[config.mk]
export PLATFORM = sky130hd
export DESIGN_NAME = oib_target_flat
export DESIGN_NICKNAME = d
export VERILOG_FILES = /design/src/rtl/oib_pkg.sv /design/src/rtl/oib_target_if.sv /design/src/rtl/oib_resp_serializer.sv /design/src/rtl/oib_target.sv /design/src/flat_wrapper.sv
export SDC_FILE = /design/constraint.sdc
export NUM_CORES = 1
export LEC_CHECK = 0
export BUFFER_PORTS_ARGS = -buffer_cell sky130_fd_sc_hd__clkbuf_2
export CAP_MARGIN = 20
export CORE_MARGIN = 2
export CORE_UTILIZATION = 30
export CTS_BUF_LIST = sky130_fd_sc_hd__clkbuf_4 sky130_fd_sc_hd__clkbuf_8
export DETAILED_ROUTE_END_ITERATION = 10
export PLACE_DENSITY = 0.54
export SYNTH_ARGS = -nofsm -noshare
export SYNTH_HDL_FRONTEND = slang
export SYNTH_HIERARCHICAL = 1
export SYNTH_SLANG_ARGS = --single-unit
[constraint.sdc]
create_clock -name clk -period 2.7 [get_ports clk]
set_input_delay 0.27 -clock clk [delete_from_list [all_inputs] [get_ports clk]]
set_output_delay 0.27 -clock clk [all_outputs]
set_load 0.05 [all_outputs]
[src/rtl/oib_pkg.sv]
// Shared constants, FSM state type and parity helper for the oib byte-bus responder.
package oib_pkg;

    localparam int unsigned OIB_HDR_START = 7;

    localparam logic [7:0] OIB_RSP_WACK = 8'h80;
    localparam logic [7:0] OIB_RSP_RACK = 8'h81;
    localparam logic [7:0] OIB_RSP_TMO  = 8'h82;
    localparam logic [7:0] OIB_IDLE     = 8'h00;

    typedef enum logic [2:0] {
        StIdle,
        StAddr,
        StWdata,
        StBus,
        StRespHdr,
        StRespData
    } oib_state_e;

    // Odd parity: XOR over data plus parity bit is 1.
    function automatic logic odd_pty(input logic [7:0] data);
        return ~^data;
    endfunction

endpackage

[src/rtl/oib_target_if.sv]
// Byte-lane and Wishbone signal bundle of the oib responder; master is the responder side.
interface oib_target_if;

    logic [7:0]  rx_data;
    logic        rx_pty;
    logic [7:0]  tx_data;
    logic        tx_pty;
    logic        wb_cyc_o;
    logic        wb_stb_o;
    logic        wb_we_o;
    logic [3:0]  wb_sel_o;
    logic [31:0] wb_adr_o;
    logic [31:0] wb_dat_o;
    logic [31:0] wb_dat_i;
    logic        wb_ack_i;
    logic        parity_err;
    logic        timeout_err;

    modport master (
        input  rx_data, rx_pty, wb_dat_i, wb_ack_i,
        output tx_data, tx_pty, wb_cyc_o, wb_stb_o, wb_we_o, wb_sel_o, wb_adr_o, wb_dat_o,
        output parity_err, timeout_err
    );

    modport slave (
        output rx_data, rx_pty, wb_dat_i, wb_ack_i,
        input  tx_data, tx_pty, wb_cyc_o, wb_stb_o, wb_we_o, wb_sel_o, wb_adr_o, wb_dat_o,
        input  parity_err, timeout_err
    );

endinterface

[src/rtl/oib_resp_serializer.sv]
// Response shifter: load puts the header on the lane, each shift emits the next data byte LSB
// first, and any cycle without load or shift returns the lane to the idle byte.
module oib_resp_serializer
    import oib_pkg::*;
(
    input  logic        clk,
    input  logic        rst,
    input  logic        load,
    input  logic        shift,
    input  logic [7:0]  hdr,
    input  logic [31:0] data,
    output logic [7:0]  tx_data,
    output logic        tx_pty
);

    logic [7:0]  tx_q, tx_d;
    logic        pty_q;
    logic [31:0] data_q, data_d;

    always_comb begin
        tx_d   = OIB_IDLE;
        data_d = data_q;
        if (load) begin
            tx_d   = hdr;
            data_d = data;
        end else if (shift) begin
            tx_d   = data_q[7:0];
            data_d = {8'h00, data_q[31:8]};
        end
    end

    always_ff @(posedge clk) begin
        if (rst) begin
            tx_q   <= OIB_IDLE;
            pty_q  <= 1'b1;
            data_q <= '0;
        end else begin
            tx_q   <= tx_d;
            pty_q  <= odd_pty(tx_d);
            data_q <= data_d;
        end
    end

    assign tx_data = tx_q;
    assign tx_pty  = pty_q;

endmodule

[src/rtl/oib_target.sv]
// oib responder: deframes requests from the outbound lane, runs one Wishbone classic cycle per
// request and answers on the inbound lane with an ack, read data or a timeout header.
module oib_target
    import oib_pkg::*;
#(
    parameter int unsigned TIMEOUT_CYCLES = 255
) (
    input  logic         clk,
    input  logic         rst,
    oib_target_if.master bus
);

    oib_state_e  state_q, state_d;
    logic [7:0]  rx_data_q;
    logic        rx_pty_q;
    logic        rx_good;
    logic [1:0]  cnt_q, cnt_d;
    logic [15:0] tmo_q, tmo_d;
    logic        we_q, we_d;
    logic [3:0]  sel_q, sel_d;
    logic [31:0] adr_q, adr_d;
    logic [31:0] dat_q, dat_d;
    logic        rsp_data_q, rsp_data_d;
    logic        perr_q, perr_d;
    logic        terr_q, terr_d;

    logic        ser_load;
    logic        ser_shift;
    logic [7:0]  ser_hdr;
    logic [31:0] ser_data;

    localparam logic [15:0] TmoLast = 16'(TIMEOUT_CYCLES - 1);

    // Input byte is registered first; the FSM only ever looks at this copy.
    always_ff @(posedge clk) begin
        if (rst) begin
            rx_data_q <= OIB_IDLE;
            rx_pty_q  <= 1'b1;
        end else begin
            rx_data_q <= bus.rx_data;
            rx_pty_q  <= bus.rx_pty;
        end
    end

    assign rx_good = ^{rx_data_q, rx_pty_q};

    always_comb begin
        state_d    = state_q;
        cnt_d      = cnt_q;
        tmo_d      = tmo_q;
        we_d       = we_q;
        sel_d      = sel_q;
        adr_d      = adr_q;
        dat_d      = dat_q;
        rsp_data_d = rsp_data_q;
        perr_d     = perr_q;
        terr_d     = terr_q;
        ser_load   = 1'b0;
        ser_shift  = 1'b0;
        ser_hdr    = OIB_IDLE;
        ser_data   = '0;

        unique case (state_q)
            StIdle: begin
                if (rx_data_q[OIB_HDR_START]) begin
                    if (rx_good) begin
                        we_d    = rx_data_q[0];
                        sel_d   = rx_data_q[4:1];
                        cnt_d   = 2'd0;
                        state_d = StAddr;
                    end else begin
                        perr_d = 1'b1;
                    end
                end
            end
            StAddr: begin
                if (!rx_good) begin
                    perr_d  = 1'b1;
                    state_d = StIdle;
                end else begin
                    adr_d[{cnt_q, 3'b000} +: 8] = rx_data_q;
                    cnt_d = cnt_q + 2'd1;
                    if (cnt_q == 2'd3) begin
                        tmo_d   = '0;
                        state_d = we_q ? StWdata : StBus;
                    end
                end
            end
            StWdata: begin
                if (!rx_good) begin
                    perr_d  = 1'b1;
                    state_d = StIdle;
                end else begin
                    dat_d[{cnt_q, 3'b000} +: 8] = rx_data_q;
                    cnt_d = cnt_q + 2'd1;
                    if (cnt_q == 2'd3) begin
                        tmo_d   = '0;
                        state_d = StBus;
                    end
                end
            end
            StBus: begin
                tmo_d = tmo_q + 16'd1;
                // Ack is checked first so it wins over a coincident expiry.
                if (bus.wb_ack_i) begin
                    ser_load   = 1'b1;
                    ser_hdr    = we_q ? OIB_RSP_WACK : OIB_RSP_RACK;
                    ser_data   = bus.wb_dat_i;
                    rsp_data_d = !we_q;
                    state_d    = StRespHdr;
                end else if (tmo_q == TmoLast) begin
                    ser_load   = 1'b1;
                    ser_hdr    = OIB_RSP_TMO;
                    rsp_data_d = 1'b0;
                    terr_d     = 1'b1;
                    state_d    = StRespHdr;
                end
            end
            StRespHdr: begin
                if (rsp_data_q) begin
                    ser_shift = 1'b1;
                    cnt_d     = 2'd0;
                    state_d   = StRespData;
                end else begin
                    state_d = StIdle;
                end
            end
            StRespData: begin
                cnt_d = cnt_q + 2'd1;
                if (cnt_q != 2'd3) begin
                    ser_shift = 1'b1;
                end else begin
                    state_d = StIdle;
                end
            end
            default: state_d = StIdle;
        endcase
    end

    always_ff @(posedge clk) begin
        if (rst) begin
            state_q    <= StIdle;
            cnt_q      <= '0;
            tmo_q      <= '0;
            we_q       <= 1'b0;
            sel_q      <= '0;
            adr_q      <= '0;
            dat_q      <= '0;
            rsp_data_q <= 1'b0;
            perr_q     <= 1'b0;
            terr_q     <= 1'b0;
        end else begin
            state_q    <= state_d;
            cnt_q      <= cnt_d;
            tmo_q      <= tmo_d;
            we_q       <= we_d;
            sel_q      <= sel_d;
            adr_q      <= adr_d;
            dat_q      <= dat_d;
            rsp_data_q <= rsp_data_d;
            perr_q     <= perr_d;
            terr_q     <= terr_d;
        end
    end

    oib_resp_serializer u_ser (
        .clk     (clk),
        .rst     (rst),
        .load    (ser_load),
        .shift   (ser_shift),
        .hdr     (ser_hdr),
        .data    (ser_data),
        .tx_data (bus.tx_data),
        .tx_pty  (bus.tx_pty)
    );

    assign bus.wb_cyc_o    = (state_q == StBus);
    assign bus.wb_stb_o    = (state_q == StBus);
    assign bus.wb_we_o     = we_q;
    assign bus.wb_sel_o    = sel_q;
    assign bus.wb_adr_o    = adr_q;
    assign bus.wb_dat_o    = dat_q;
    assign bus.parity_err  = perr_q;
    assign bus.timeout_err = terr_q;

endmodule

[src/flat_wrapper.sv]
// flat-port wrapper written by rule: the top's interface ports become plain ports
module oib_target_flat import oib_pkg::*;
#(
    parameter int unsigned TIMEOUT_CYCLES = 255
)
  (clk, rst, bus_rx_data, bus_rx_pty, bus_wb_dat_i, bus_wb_ack_i, bus_tx_data, bus_tx_pty, bus_wb_cyc_o, bus_wb_stb_o, bus_wb_we_o, bus_wb_sel_o, bus_wb_adr_o, bus_wb_dat_o, bus_parity_err, bus_timeout_err);
  oib_target_if bus_i ();
  input  logic clk;
  input  logic rst;
  input wire logic [$bits(bus_i.rx_data)-1:0] bus_rx_data;
  input wire logic [$bits(bus_i.rx_pty)-1:0] bus_rx_pty;
  input wire logic [$bits(bus_i.wb_dat_i)-1:0] bus_wb_dat_i;
  input wire logic [$bits(bus_i.wb_ack_i)-1:0] bus_wb_ack_i;
  output wire logic [$bits(bus_i.tx_data)-1:0] bus_tx_data;
  output wire logic [$bits(bus_i.tx_pty)-1:0] bus_tx_pty;
  output wire logic [$bits(bus_i.wb_cyc_o)-1:0] bus_wb_cyc_o;
  output wire logic [$bits(bus_i.wb_stb_o)-1:0] bus_wb_stb_o;
  output wire logic [$bits(bus_i.wb_we_o)-1:0] bus_wb_we_o;
  output wire logic [$bits(bus_i.wb_sel_o)-1:0] bus_wb_sel_o;
  output wire logic [$bits(bus_i.wb_adr_o)-1:0] bus_wb_adr_o;
  output wire logic [$bits(bus_i.wb_dat_o)-1:0] bus_wb_dat_o;
  output wire logic [$bits(bus_i.parity_err)-1:0] bus_parity_err;
  output wire logic [$bits(bus_i.timeout_err)-1:0] bus_timeout_err;
  assign bus_i.rx_data = bus_rx_data;
  assign bus_i.rx_pty = bus_rx_pty;
  assign bus_i.wb_dat_i = bus_wb_dat_i;
  assign bus_i.wb_ack_i = bus_wb_ack_i;
  assign bus_tx_data = bus_i.tx_data;
  assign bus_tx_pty = bus_i.tx_pty;
  assign bus_wb_cyc_o = bus_i.wb_cyc_o;
  assign bus_wb_stb_o = bus_i.wb_stb_o;
  assign bus_wb_we_o = bus_i.wb_we_o;
  assign bus_wb_sel_o = bus_i.wb_sel_o;
  assign bus_wb_adr_o = bus_i.wb_adr_o;
  assign bus_wb_dat_o = bus_i.wb_dat_o;
  assign bus_parity_err = bus_i.parity_err;
  assign bus_timeout_err = bus_i.timeout_err;
  oib_target #(.TIMEOUT_CYCLES(TIMEOUT_CYCLES)) u_core (.clk(clk), .rst(rst), .bus(bus_i));
endmodule
Word level (Yosys, flattened, before mapping):

Cells that the tools add are included.

* bits in registers: 143
* input port bits: 44
* output and inout bits: 82
* word-level logic and storage cells: 100

* add/subtract/negate cells: 3
* eq/ne operators: 17
* shift operators: 2
* muxes and demuxes: 43
* bitwise gates (word level): 1
* reductions and logical operators: 19

Operators by type and width (number)
* $mux 32: 4
* $bwmux 32: 2
* $mux 8: 5
* $mux 16: 2
* $pmux 16 s2: 1
* $shift 8x7->32 const A: 1
* $shiftx 8x7->32: 1
* $mux 3: 10
* $pmux 3 s6: 1
* $add 16x1->16 const B: 1
* $eq 16x8->1 const B: 1
* $mux 1: 11
* $ne 2x1->1 const B: 5
* $reduce_and 3->1: 3
* $reduce_xor 9->1: 1
* $mux 2: 4
* $pmux 2 s4: 1
* $reduce_and 2->1: 4
* $reduce_bool 2->1: 4
* $reduce_xnor 8->1: 1
* $neg 5->7: 1
* $eq 3x2->1 const B: 2
* $eq 3x3->1 const B: 2
* $ne 3x3->1 const B: 2
* other kinds (13): 15

Logic depth before layout (Yosys ltp):

Gate-level depths: netlist of run 1.

* word-level depth: 6
* gate-level depth with buffers: 12
* depth with buffers taken out: 11

Modules after synthesis:

The synthesis of run 1 kept the hierarchy.

Modules (own cells, without submodules)
* oib_target: instances 1, cells each 551, area each 4566.9 um^2, seq. area each 2042.0 um^2
* oib_resp_serializer: instances 1, cells each 220, area each 1855.5 um^2, seq. area each 820.8 um^2

Least setup slack after synthesis of run 1:

Ideal clock, no wire load.

* path type: register to register
* start: register u_core.rx_data_q[4]
* end: register u_core.tmo_q[15]
* library setup time: 0.070 ns
* arrival: 2.491 ns
* data required time: 2.630 ns
* slack: 0.139 ns
* stages on the path, launching flop included: 11
* buffers on the path: 2
* period minus slack after synthesis: 2.561 ns
* cells stage by stage: dfxtp_1 > clkbuf_1 > xnor2_1 > xnor2_1 > xnor2_1 > ha_1 > buf_2 > o31ai_4 > nand4_2 > or4_1 > a21oi_1

* cells in the longest elaborated chain, start to end: 3

RTL lines
* from (decl): RTL line oib_target.sv:14 `logic [7:0] rx_data_q;`
* from (signal assigned): RTL line oib_target.sv:40 `rx_data_q <= bus.rx_data;`
* $reduce_xor 9->1: RTL line oib_target.sv:45 `assign rx_good = ^{rx_data_q, rx_pty_q};`
* $ne 2x1->1 (no line)
* $reduce_and 3->1 (no line)
* to (signal assigned): RTL line oib_target.sv:155 `tmo_q <= tmo_d;`
* to (decl): RTL line oib_target.sv:18 `logic [15:0] tmo_q, tmo_d;`

No other way between the ends.
A chain may end at the register's enable or synchronous reset.

Worst setup path in the final report of run 1:

* start: register u_core.rx_data_q[5]
* end: register u_core.tmo_q[15]

The elaborated chain is that of the path after synthesis.

==> results.json, run 1 <==
{
  "status": "complete, no violations",
  "dp_hpwl_um": 11900,
  "yosysUniqueCellTypes": 59,
  "hold_class": "in -> reg",
  "max_stage_delay_ns": 0.49,
  "synth-edff-count": 0,
  "p_leak_nw": 3.15,
  "vias": 5635,
  "cp_cell_sequence": "xnor2_1 -> xnor2_1 -> xnor2_1 -> ha_1 -> o31ai_4 -> nand4_2 -> or4_1 -> a21oi_1",
  "drtIter0Drc": 354,
  "drv_cap": 0,
  "crit_required_ns": 3.08,
  "grt_use_total": 0.158,
  "regArea_um2": 2860,
  "timing.slew.headroom": 0.521,
  "clock-root-buffer": "clkbuf_8",
  "postSynthAreaPerCell_um2": 8.33,
  "antenna_found_initial": 0,
  "layout.nets": 941,
  "period_share": 0.921,
  "ys_warn_count": 6,
  "clock_sinks": 143,
  "vdd_drop_max_v": 0.000369,
  "cpMostUsedCell": "xnor2_1",
  "std_cell_rows": 53,
  "port_buffers": 125,
  "path_max_fanout": 7,
  "gp_routability_congestion": 0.756,
  "syn_inst": 771,
  "syn_area_um2": 6420,
  "synth_flop_cell": "dfxtp_1",
  "nFillCells": 2217,
  "criticalPathCategory": "reg -> reg",
  "die_area_um2": 22600,
  "numCtsBuffers": 17,
  "power.density_nw_per_um2": 615,
  "final_common_cell": "dfxtp_1",
  "layout_min_cycle_time_ns": 2.49,
  "ios": 126,
  "synth-seq-area-share": 0.446,
  "initial_core_util": 0.306,
  "finalWirelength_um": 17500,
  "drive_gt1_frac": 0.227,
  "fp.dieW_um": 150,
  "wl_per_cell_um": 14.9,
  "fin_skew_ns": 0.0181,
  "crit_arrival_ns": 2.86,
  "cts_tree": "done",
  "crit_path_top_delay_cell": "or4_1",
  "grt_pass1_wl_um": 27900,
  "num_antenna_cells": 0,
  "postCtsSetupRepairBufs": 0,
  "clock_latency_ns": 0.46,
  "start_kind": "flop",
  "ant_nets": 0,
  "synth-async-reset-ratio": 0,
  "hold_violations": 0,
  "worst_slew_pin_slew_ns": 0.712,
  "grt_overflow": 0,
  "die_y_um": 150,
  "synth-seq-cells": 143,
  "final_cell_mix": "dfxtp_1 (143), clkbuf_2 (124), nor2_1 (99), a21oi_1 (98), nand2_1 (81)",
  "grt_pass1_vias": 5240,
  "max_freq_mhz": 402,
  "placedCellCount": 1145,
  "finalSetupTns_ns": 0,
  "htree_num_levels": 4,
  "critPathCaptureType": "flop",
  "path_clk_slew_ns": 0.09,
  "setup_violations": 0,
  "viasPerCell": 4.79,
  "grt_max_degree": 60,
  "stdcell_count": 1177,
  "first_pass_iters": 5,
  "area_growth_pct": 21.6,
  "multi_input_area_um2": 3290,
  "clockBufferDepth": 2,
  "drc": 0,
  "rsz0062_at_grt": "no",
  "core_um2": 21000,
  "slew_violations": 0
}
-- power breakdown --
part	leakage [nW]	internal, mW	switching [mW]	total, mW
clock network	0.181	0.689	0.940	1.63
registers	1.15	2.16	0.0472	2.21
logic	1.81	0.338	0.632	0.969
-- critical path: cells and delay by family, from the launching register on --
| family | cells | cell delay, ns |
|---|---|---|
| xor gates and xnor gates | 3 | 0.45 |
| adders and majority gates | 1 | 0.40 |
| DFF | 1 | 0.33 |
| and+or+nand+nor | 2 | 0.69 |
| AOI/OAI and AO/OA | 2 | 0.52 |
-- cell usage after synthesis, types with 2 or more instances --
cell / instances / area (um2)
or3_1: 4 / 25.0
a31oi_1: 2 / 12.5
a2bb2oi_1: 2 / 17.5
nor4b_1: 2 / 17.5
and2_1: 4 / 25.0
dfxtp_1: 143 / 2860
o21ai_0: 4 / 20.0
nand2_1: 81 / 304
nor3b_1: 10 / 75.1
buf_4: 2 / 15.0
nand4_1: 29 / 181
mux2i_1: 29 / 290
clkbuf_1: 39 / 146
nand2b_1: 4 / 25.0
nor2b_1: 8 / 50.1
nor2_1: 100 / 375
nand3_1: 32 / 160
a21oi_1: 98 / 490
buf_2: 23 / 115
o2bb2ai_1: 2 / 17.5
and3_1: 35 / 219
o21a_1: 3 / 22.5
xor2_1: 17 / 149
nor4_1: 2 / 12.5
nor3_1: 7 / 35.0
inv_1: 12 / 45.0
ha_1: 8 / 100
xnor2_1: 12 / 105
nand3b_1: 8 / 60.1
o21bai_1: 2 / 15.0
a22oi_1: 19 / 143
-- stage by stage --
stage / hold slack (ns) / utilization / power, mW / setup WS [ns] / area [um2]
global route: 0.00797 / 0.372 / 5.05 / 0.0217 / 7810
detailed placement: 0.447 / 0.354 / 3.23 / 0.181 / 7430
floorplan: 0.371 / - / 2.95 / 0.139 / 6460
CTS: 0.00487 / 0.371 / 4.86 / 0.175 / 7800
finish: 0.0406 / 0.372 / 4.81 / 0.214 / 7810
global placement: 0.445 / 0.354 / 3.22 / 0.216 / 7430
-- path summary, 6_finish.rpt --
kind | cells after the start | start | to | slack, ns
setup reg to reg | 8 | u_core/rx_data_q[5] | u_core/tmo_q[15] | 0.21
setup / recovery | 8 | u_core/rx_data_q[5] | u_core/tmo_q[15] | 0.21
hold / removal | 2 | bus_rx_pty | u_core/rx_pty_q | 0.04
hold reg to reg | 2 | u_core/bus.wb_adr_o[11] | u_core/bus.wb_adr_o[11] | 0.46
-- cell families after synthesis --
family                   synth area share
adder cells (fa/ha/maj)            0.0156
AO/OA/AOI/OAI                       0.136
multiplexers                       0.0452
XOR/XNOR                           0.0395
AND/OR/NAND/NOR                     0.265
other                            0.000584
buffers and inverters              0.0524
flip-flops                          0.446
-- cell type report --
type                    count  area share
well taps                 275      0.0440
clock inverters            14      0.0154
repair buffers            156       0.115
clock buffers              18      0.0317
inverters                  12     0.00577
flip-flops and latches    143       0.366
multi-input cells         559       0.422
-- state kept, by name, summed over array words and instances (netlist names), 3 cells and up --
signal and flops:
u_core/state_q 3, u_core/bus.wb_adr_o 32, u_core/u_ser/tx_data 8, u_core/tmo_q 16
u_core/bus.wb_dat_o 32, u_core/rx_data_q 8, u_core/bus.wb_sel_o 4, u_core/u_ser/data_q 32
-- metal layers --
| metal | part of all wire | global-route usage |
|---|---|---|
| met5 | 0 | 0 |
| met4 | 0.0096 | 0.0519 |
| met1 | 0.48 | 0.222 |
| met3 | 0.070 | 0.0464 |
| met2 | 0.44 | 0.230 |
-- timing repair --
item	CTS	global route
setup endpoints to repair	0	13
hold buffers	0	0
gates resized for setup	0	2
(Power assumes the default switching activity.)
==> run 2: changes to the inputs <==
--- a/config.mk
+++ b/config.mk
@@ -5,6 +5,7 @@
 export SDC_FILE = /design/constraint.sdc
 export NUM_CORES = 1
 export LEC_CHECK = 0
+export ABC_AREA = 1
 export BUFFER_PORTS_ARGS = -buffer_cell sky130_fd_sc_hd__clkbuf_2
 export CAP_MARGIN = 20
 export CORE_MARGIN = 2
==> results.json, run 2 <==
{
  "status": "complete, no violations",
  "holdPathStages": 3,
  "path_max_fanout": 21,
  "core_um2": 22500,
  "p_leak_nw": 3.54,
  "max_stage_delay_ns": 0.47,
  "fin_skew_ns": 0.0187,
  "std_cell_rows": 55,
  "numCtsBuffers": 17,
  "antenna_found_initial": 0,
  "synth_top_area_frac": 0.419,
  "ys_top_cells_by_area": "dfxtp_1 (42%), nand2_1 (18%), a21oi_1 (8.2%)",
  "cts_tree": "done",
  "worst_slew_pin_slew_ns": 0.545,
  "worst_slack_ns": 0.274,
  "die_area_um2": 24000,
  "path_clk_slew_ns": 0.09,
  "slew_violations": 0,
  "viasPerCell": 4.67,
  "gp_routability_congestion": 0.838,
  "grt_overflow": 0,
  "reg2reg_slack_ns": 0.27,
  "setup_violations": 0,
  "rsz0062_at_grt": "no",
  "postSynthAreaPerCell_um2": 6.65,
  "reg2reg_from": "u_core/rx_data_q[2]",
  "final_cell_mix": "nand2_1 (334), dfxtp_1 (143), clkbuf_2 (124), nor2_1 (121), a21oi_1 (112)",
  "num_antenna_cells": 0,
  "power.density_nw_per_um2": 684,
  "period_share": 0.899,
  "port_buffers": 125,
  "vdd_drop_max_v": 0.000333,
  "yosysTopAreaCell": "dfxtp_1",
  "cp_cell_sequence": "xnor2_1 -> xnor2_1 -> xnor2_1 -> ha_1 -> inv_1 -> nand3_1 -> inv_4 -> nand2_2 -> inv_2 -> nand2_1 -> a21oi_1",
  "clockBufferDepth": 2,
  "ios": 126,
  "htree_num_levels": 4,
  "cpMostUsedCell": "xnor2_1",
  "drtIter0Drc": 424,
  "min-delay-start": "bus_rx_data[3]",
  "grt_pass1_wl_um": 30900,
  "reg2regPathDepth": 11,
  "drc": 0,
  "synth-seq-area-share": 0.419,
  "ys_warn_count": 6,
  "vias": 6751,
  "criticalPathCategory": "reg -> reg",
  "crit_path_top_delay_cell": "dfxtp_1",
  "postCtsSetupRepairBufs": 0,
  "finalWirelength_um": 19000,
  "max_freq_mhz": 412,
  "clock_sinks": 143,
  "first_pass_iters": 5,
  "crit_arrival_ns": 2.82,
  "hold_violations": 0,
  "wl_per_cell_um": 13.2,
  "initial_core_util": 0.304,
  "grt_max_degree": 106,
  "yosysUniqueCellTypes": 32,
  "r2r-end": "u_core/bus.wb_dat_o[31]",
  "finalSetupTns_ns": 0,
  "drive_gt1_frac": 0.170,
  "syn_inst": 1027,
  "nFillCells": 2440,
  "post-synth-top-count-cell": "nand2_1",
  "fp.dieW_um": 155,
  "synth-seq-cells": 143,
  "hold_class": "in -> reg",
  "drv_cap": 0,
  "synthTopCellsByCount": "nand2_1 (334), dfxtp_1 (143), nor2_1 (121), a21oi_1 (112), nand3_1 (99)",
  "layout_min_cycle_time_ns": 2.43,
  "die_y_um": 155,
  "dp_hpwl_um": 13700,
  "critPathCaptureType": "flop",
  "grt_pass1_vias": 6230,
  "layout.nets": 1199,
  "clock-root-buffer": "clkbuf_8",
  "crit_required_ns": 3.09,
  "timing.slew.headroom": 0.636,
  "fin_util": 0.365,
  "pre_cts_slack_ns": 0.207,
  "grt_use_total": 0.159,
  "synth_flop_cell": "dfxtp_1",
  "synth-async-reset-ratio": 0,
  "ant_nets": 0,
  "min_to": "u_core/rx_data_q[3]",
  "syn_area_um2": 6830,
  "start_kind": "flop",
  "area_growth_pct": 20.4,
  "clock_latency_ns": 0.47,
  "synth-edff-count": 0,
  "final_common_cell": "nand2_1"
}
run 2: metrics by stage:
step	instance area [um2]	std cells	power [mW]	hold WS, ns
final	8220	1445	5.63	0.0299
after global routing	8220	1445	5.96	0.00616
after CTS	8210	1444	5.69	0.00505
after detailed placement	7710	1406	3.78	0.453
after global placement	7710	1406	3.78	0.449
after floorplan	6850	1031	3.44	0.374
run 2: power by group:
part / switching [mW] / internal (mW)
clock: 0.983 / 0.901
sequential: 0.0796 / 2.19
combinational: 1.06 / 0.420
run 2: cell families after synthesis:
group           Yosys count  share of synthesized area
compound gates          146                      0.114
xor+xnor                  8                     0.0103
fa+ha+maj                 8                     0.0147
buf+inv                 128                     0.0813
flops                   143                      0.419
other cells               1                   0.000549
simple gates            593                      0.361
run 2: metal layers:
metal / share of wire / GRT usage / up-vias
met5: 0 / 0 / -
met4: 0.015 / 0.0437 / 0
met3: 0.044 / 0.0443 / 25
met2: 0.47 / 0.261 / 145
met1: 0.47 / 0.207 / 3059
li1: - / - / 3522
run 2: area by class of cell:
type                    instances  area, um2  area share
well taps                     285        357      0.0434
multi-input cells             760       3430       0.417
flip-flops and latches        143       2860       0.348
repair buffers                149        851       0.103
clock buffers                  18        248      0.0301
inverters                      76        288      0.0350
clock inverters                14        191      0.0233
run 2: worst max path at each step:
stage / startpoint / endpoint / slack, ns / cells past startpoint
after detailed placement: u_core/rx_data_q[2] / u_core/bus.wb_dat_o[28] / 0.21 / 11
after CTS: u_core/rx_data_q[2] / u_core/bus.wb_dat_o[28] / 0.17 / 11
after global routing: u_core/rx_data_q[2] / u_core/bus.wb_dat_o[29] / 0.07 / 11
after floorplan: u_core/state_q[1] / u_core/u_ser/tx_pty / 0.79 / 17
final: u_core/rx_data_q[2] / u_core/bus.wb_dat_o[31] / 0.27 / 11
after global placement: u_core/rx_data_q[2] / u_core/bus.wb_dat_o[27] / 0.23 / 11
run 2: what timing repair did:
item	4_1_cts	5_1_grt
hold buffers	6	1
hold endpoints to repair	6	1
resized for setup	0	2
setup endpoints to repair	0	4
run 2: critical path: cells and delay by family, from the launching register on:
kind            cells  cell delay, ns
flops               1            0.47
simple gates        3            0.41
xor+xnor            3            0.47
buf+inv             3            0.55
fa+ha+maj           1            0.33
compound gates      1            0.13
==> run 3: changes to the inputs <==
--- a/config.mk
+++ b/config.mk
@@ -8,11 +8,13 @@
 export ABC_AREA = 1
 export BUFFER_PORTS_ARGS = -buffer_cell sky130_fd_sc_hd__clkbuf_2
 export CAP_MARGIN = 20
+export CELL_PAD_IN_SITES_DETAIL_PLACEMENT = 1
+export CELL_PAD_IN_SITES_GLOBAL_PLACEMENT = 2
 export CORE_MARGIN = 2
-export CORE_UTILIZATION = 30
+export CORE_UTILIZATION = 28
 export CTS_BUF_LIST = sky130_fd_sc_hd__clkbuf_4 sky130_fd_sc_hd__clkbuf_8
 export DETAILED_ROUTE_END_ITERATION = 10
-export PLACE_DENSITY = 0.54
+export PLACE_DENSITY = 0.82
 export SYNTH_ARGS = -nofsm -noshare
 export SYNTH_HDL_FRONTEND = slang
 export SYNTH_HIERARCHICAL = 1
==> results.json, run 3 (synthesis results as in run 2) <==
{
  "vias": 6858,
  "path_max_fanout": 13,
  "crit_arrival_ns": 2.77,
  "switching_share": 0.379,
  "grt_max_degree": 119,
  "clock_latency_ns": 0.46,
  "ant_nets": 0,
  "start_kind": "flop",
  "critPathCapture": "u_core/bus.wb_dat_o[31]",
  "final_common_cell": "nand2_1",
  "numCtsBuffers": 17,
  "drtIter0Drc": 322,
  "ios": 126,
  "gp_routability_congestion": 0.797,
  "worst_slack_ns": 0.307,
  "num_antenna_cells": 0,
  "slew_violations": 0,
  "die_area_um2": 25700,
  "finalWirelength_um": 21200,
  "crit_required_ns": 3.08,
  "r2r-end": "u_core/bus.wb_dat_o[31]",
  "period_share": 0.886,
  "clkPwrFrac": 0.340,
  "grt_pass1_vias": 7046,
  "initial_core_util": 0.283,
  "critPathCaptureType": "flop",
  "placedCellCount": 1446,
  "vdd_drop_max_v": 0.000254,
  "layout_min_cycle_time_ns": 2.39,
  "dp_hpwl_um": 15200,
  "startpoint": "u_core/rx_data_q[1]",
  "std_cell_rows": 57,
  "port_buffers": 125,
  "nFillCells": 3182,
  "clock_sinks": 143,
  "drive_gt1_frac": 0.171,
  "drc": 0,
  "timing.slew.headroom": 0.599,
  "max_freq_mhz": 418,
  "reg2reg_from": "u_core/rx_data_q[1]",
  "power.density_nw_per_um2": 699,
  "postCtsSetupRepairBufs": 0,
  "clockBufferDepth": 2,
  "setup_violations": 0,
  "p_leak_nw": 3.53,
  "area_growth_pct": 20.6,
  "cts_tree": "done",
  "criticalPathCategory": "reg -> reg",
  "hold_class": "in -> reg",
  "stdcell_count": 1481,
  "wl_per_cell_um": 14.3,
  "power_frac_seq": 0.394,
  "path_clk_slew_ns": 0.09,
  "core_um2": 24100,
  "combPwrFrac": 0.266,
  "switching_power_mw": 2.18,
  "htree_num_levels": 4,
  "die_y_um": 160,
  "viasPerCell": 4.63,
  "reg2regPathDepth": 11,
  "final_cell_mix": "nand2_1 (334), dfxtp_1 (143), clkbuf_2 (124), nor2_1 (121), a21oi_1 (112)",
  "hold_violations": 0,
  "fin_skew_ns": 0.0202,
  "drv_cap": 0,
  "antenna_found_initial": 0,
  "rsz0062_at_grt": "no",
  "p_total_mw": 5.76,
  "grt_use_total": 0.168,
  "layout.nets": 1196,
  "grt_pass1_wl_um": 35200,
  "clock-root-buffer": "clkbuf_8",
  "power.internal_mw": 3.57,
  "fp.dieW_um": 160,
  "worst_slew_pin_slew_ns": 0.601,
  "status": "complete, no violations",
  "reg2reg_slack_ns": 0.31,
  "pre_cts_slack_ns": 0.280,
  "finalSetupTns_ns": 0,
  "grt_overflow": 0,
  "first_pass_iters": 4
}
[run 3: how the worst min path moves through the flow]
stage,from,end,slack [ns],cells past startpoint
2_1_floorplan,bus_rx_pty,u_core/rx_pty_q,0.37,1
3_3_place_gp,u_core/bus.wb_adr_o[25],u_core/bus.wb_adr_o[25],0.45,2
3_5_place_dp,u_core/bus.wb_dat_o[3],u_core/bus.wb_dat_o[3],0.45,2
4_1_cts,bus_rx_data[6],u_core/rx_data_q[6],0.007,3
5_1_grt,bus_rx_pty,u_core/rx_pty_q,0.01,2
6_report,bus_rx_data[3],u_core/rx_data_q[3],0.03,3
[run 3: area by class of cell]
type	count	area, um2	area share
clock buffers	17	234	0.0284
inverters	76	285	0.0346
clock inverters	15	215	0.0261
multi-input cells	760	3430	0.416
flip-flops and latches	143	2860	0.348
well taps	324	405	0.0492
repair buffers	146	806	0.0978
[run 3: routing by layer]
layer / share of wire / wire length (um) / global-route usage / vias to the layer above
met5: 0 / 0 / 0 / -
met4: 0.010 / 222 / 0.0430 / 0
met3: 0.035 / 739 / 0.0322 / 18
met2: 0.47 / 9980 / 0.282 / 107
met1: 0.48 / 10200 / 0.221 / 3220
li1: - / - / - / 3513
[run 3: stage by stage]
step / cell area [um2] / hold slack (ns) / utilization
floorplan: 6850 / 0.374 / -
global placement: 7760 / 0.451 / 0.322
detailed placement: 7760 / 0.455 / 0.322
CTS: 8240 / 0.00683 / 0.342
global route: 8240 / 0.0109 / 0.342
finish: 8240 / 0.0327 / 0.342
[run 3: critical path: stages (launching register included)]
cell and delay, ns:
dfxtp_1 0.44, xnor2_1 0.16, xnor2_1 0.15, xnor2_1 0.14, ha_1 0.33, inv_1 0.15, nand3_1 0.13, inv_2 0.26
nand2_2 0.20, inv_2 0.16, nand2_1 0.07, a21oi_1 0.13
[run 3: timing repair]
action                    in CTS  in global routing
hold buffers                   3                  0
resized for setup              0                  0
hold endpoints to repair       3                  0
[run 3: power groups by stage]
stage | Clock (mW) | Combinational [mW] | Sequential [mW]
floorplan | 0 | 1.05 | 2.39
global placement | 0 | 1.52 | 2.31
detailed placement | 0 | 1.53 | 2.32
CTS | 2.03 | 1.54 | 2.27
global route | 2.10 | 1.72 | 2.28
finish | 1.96 | 1.53 | 2.27
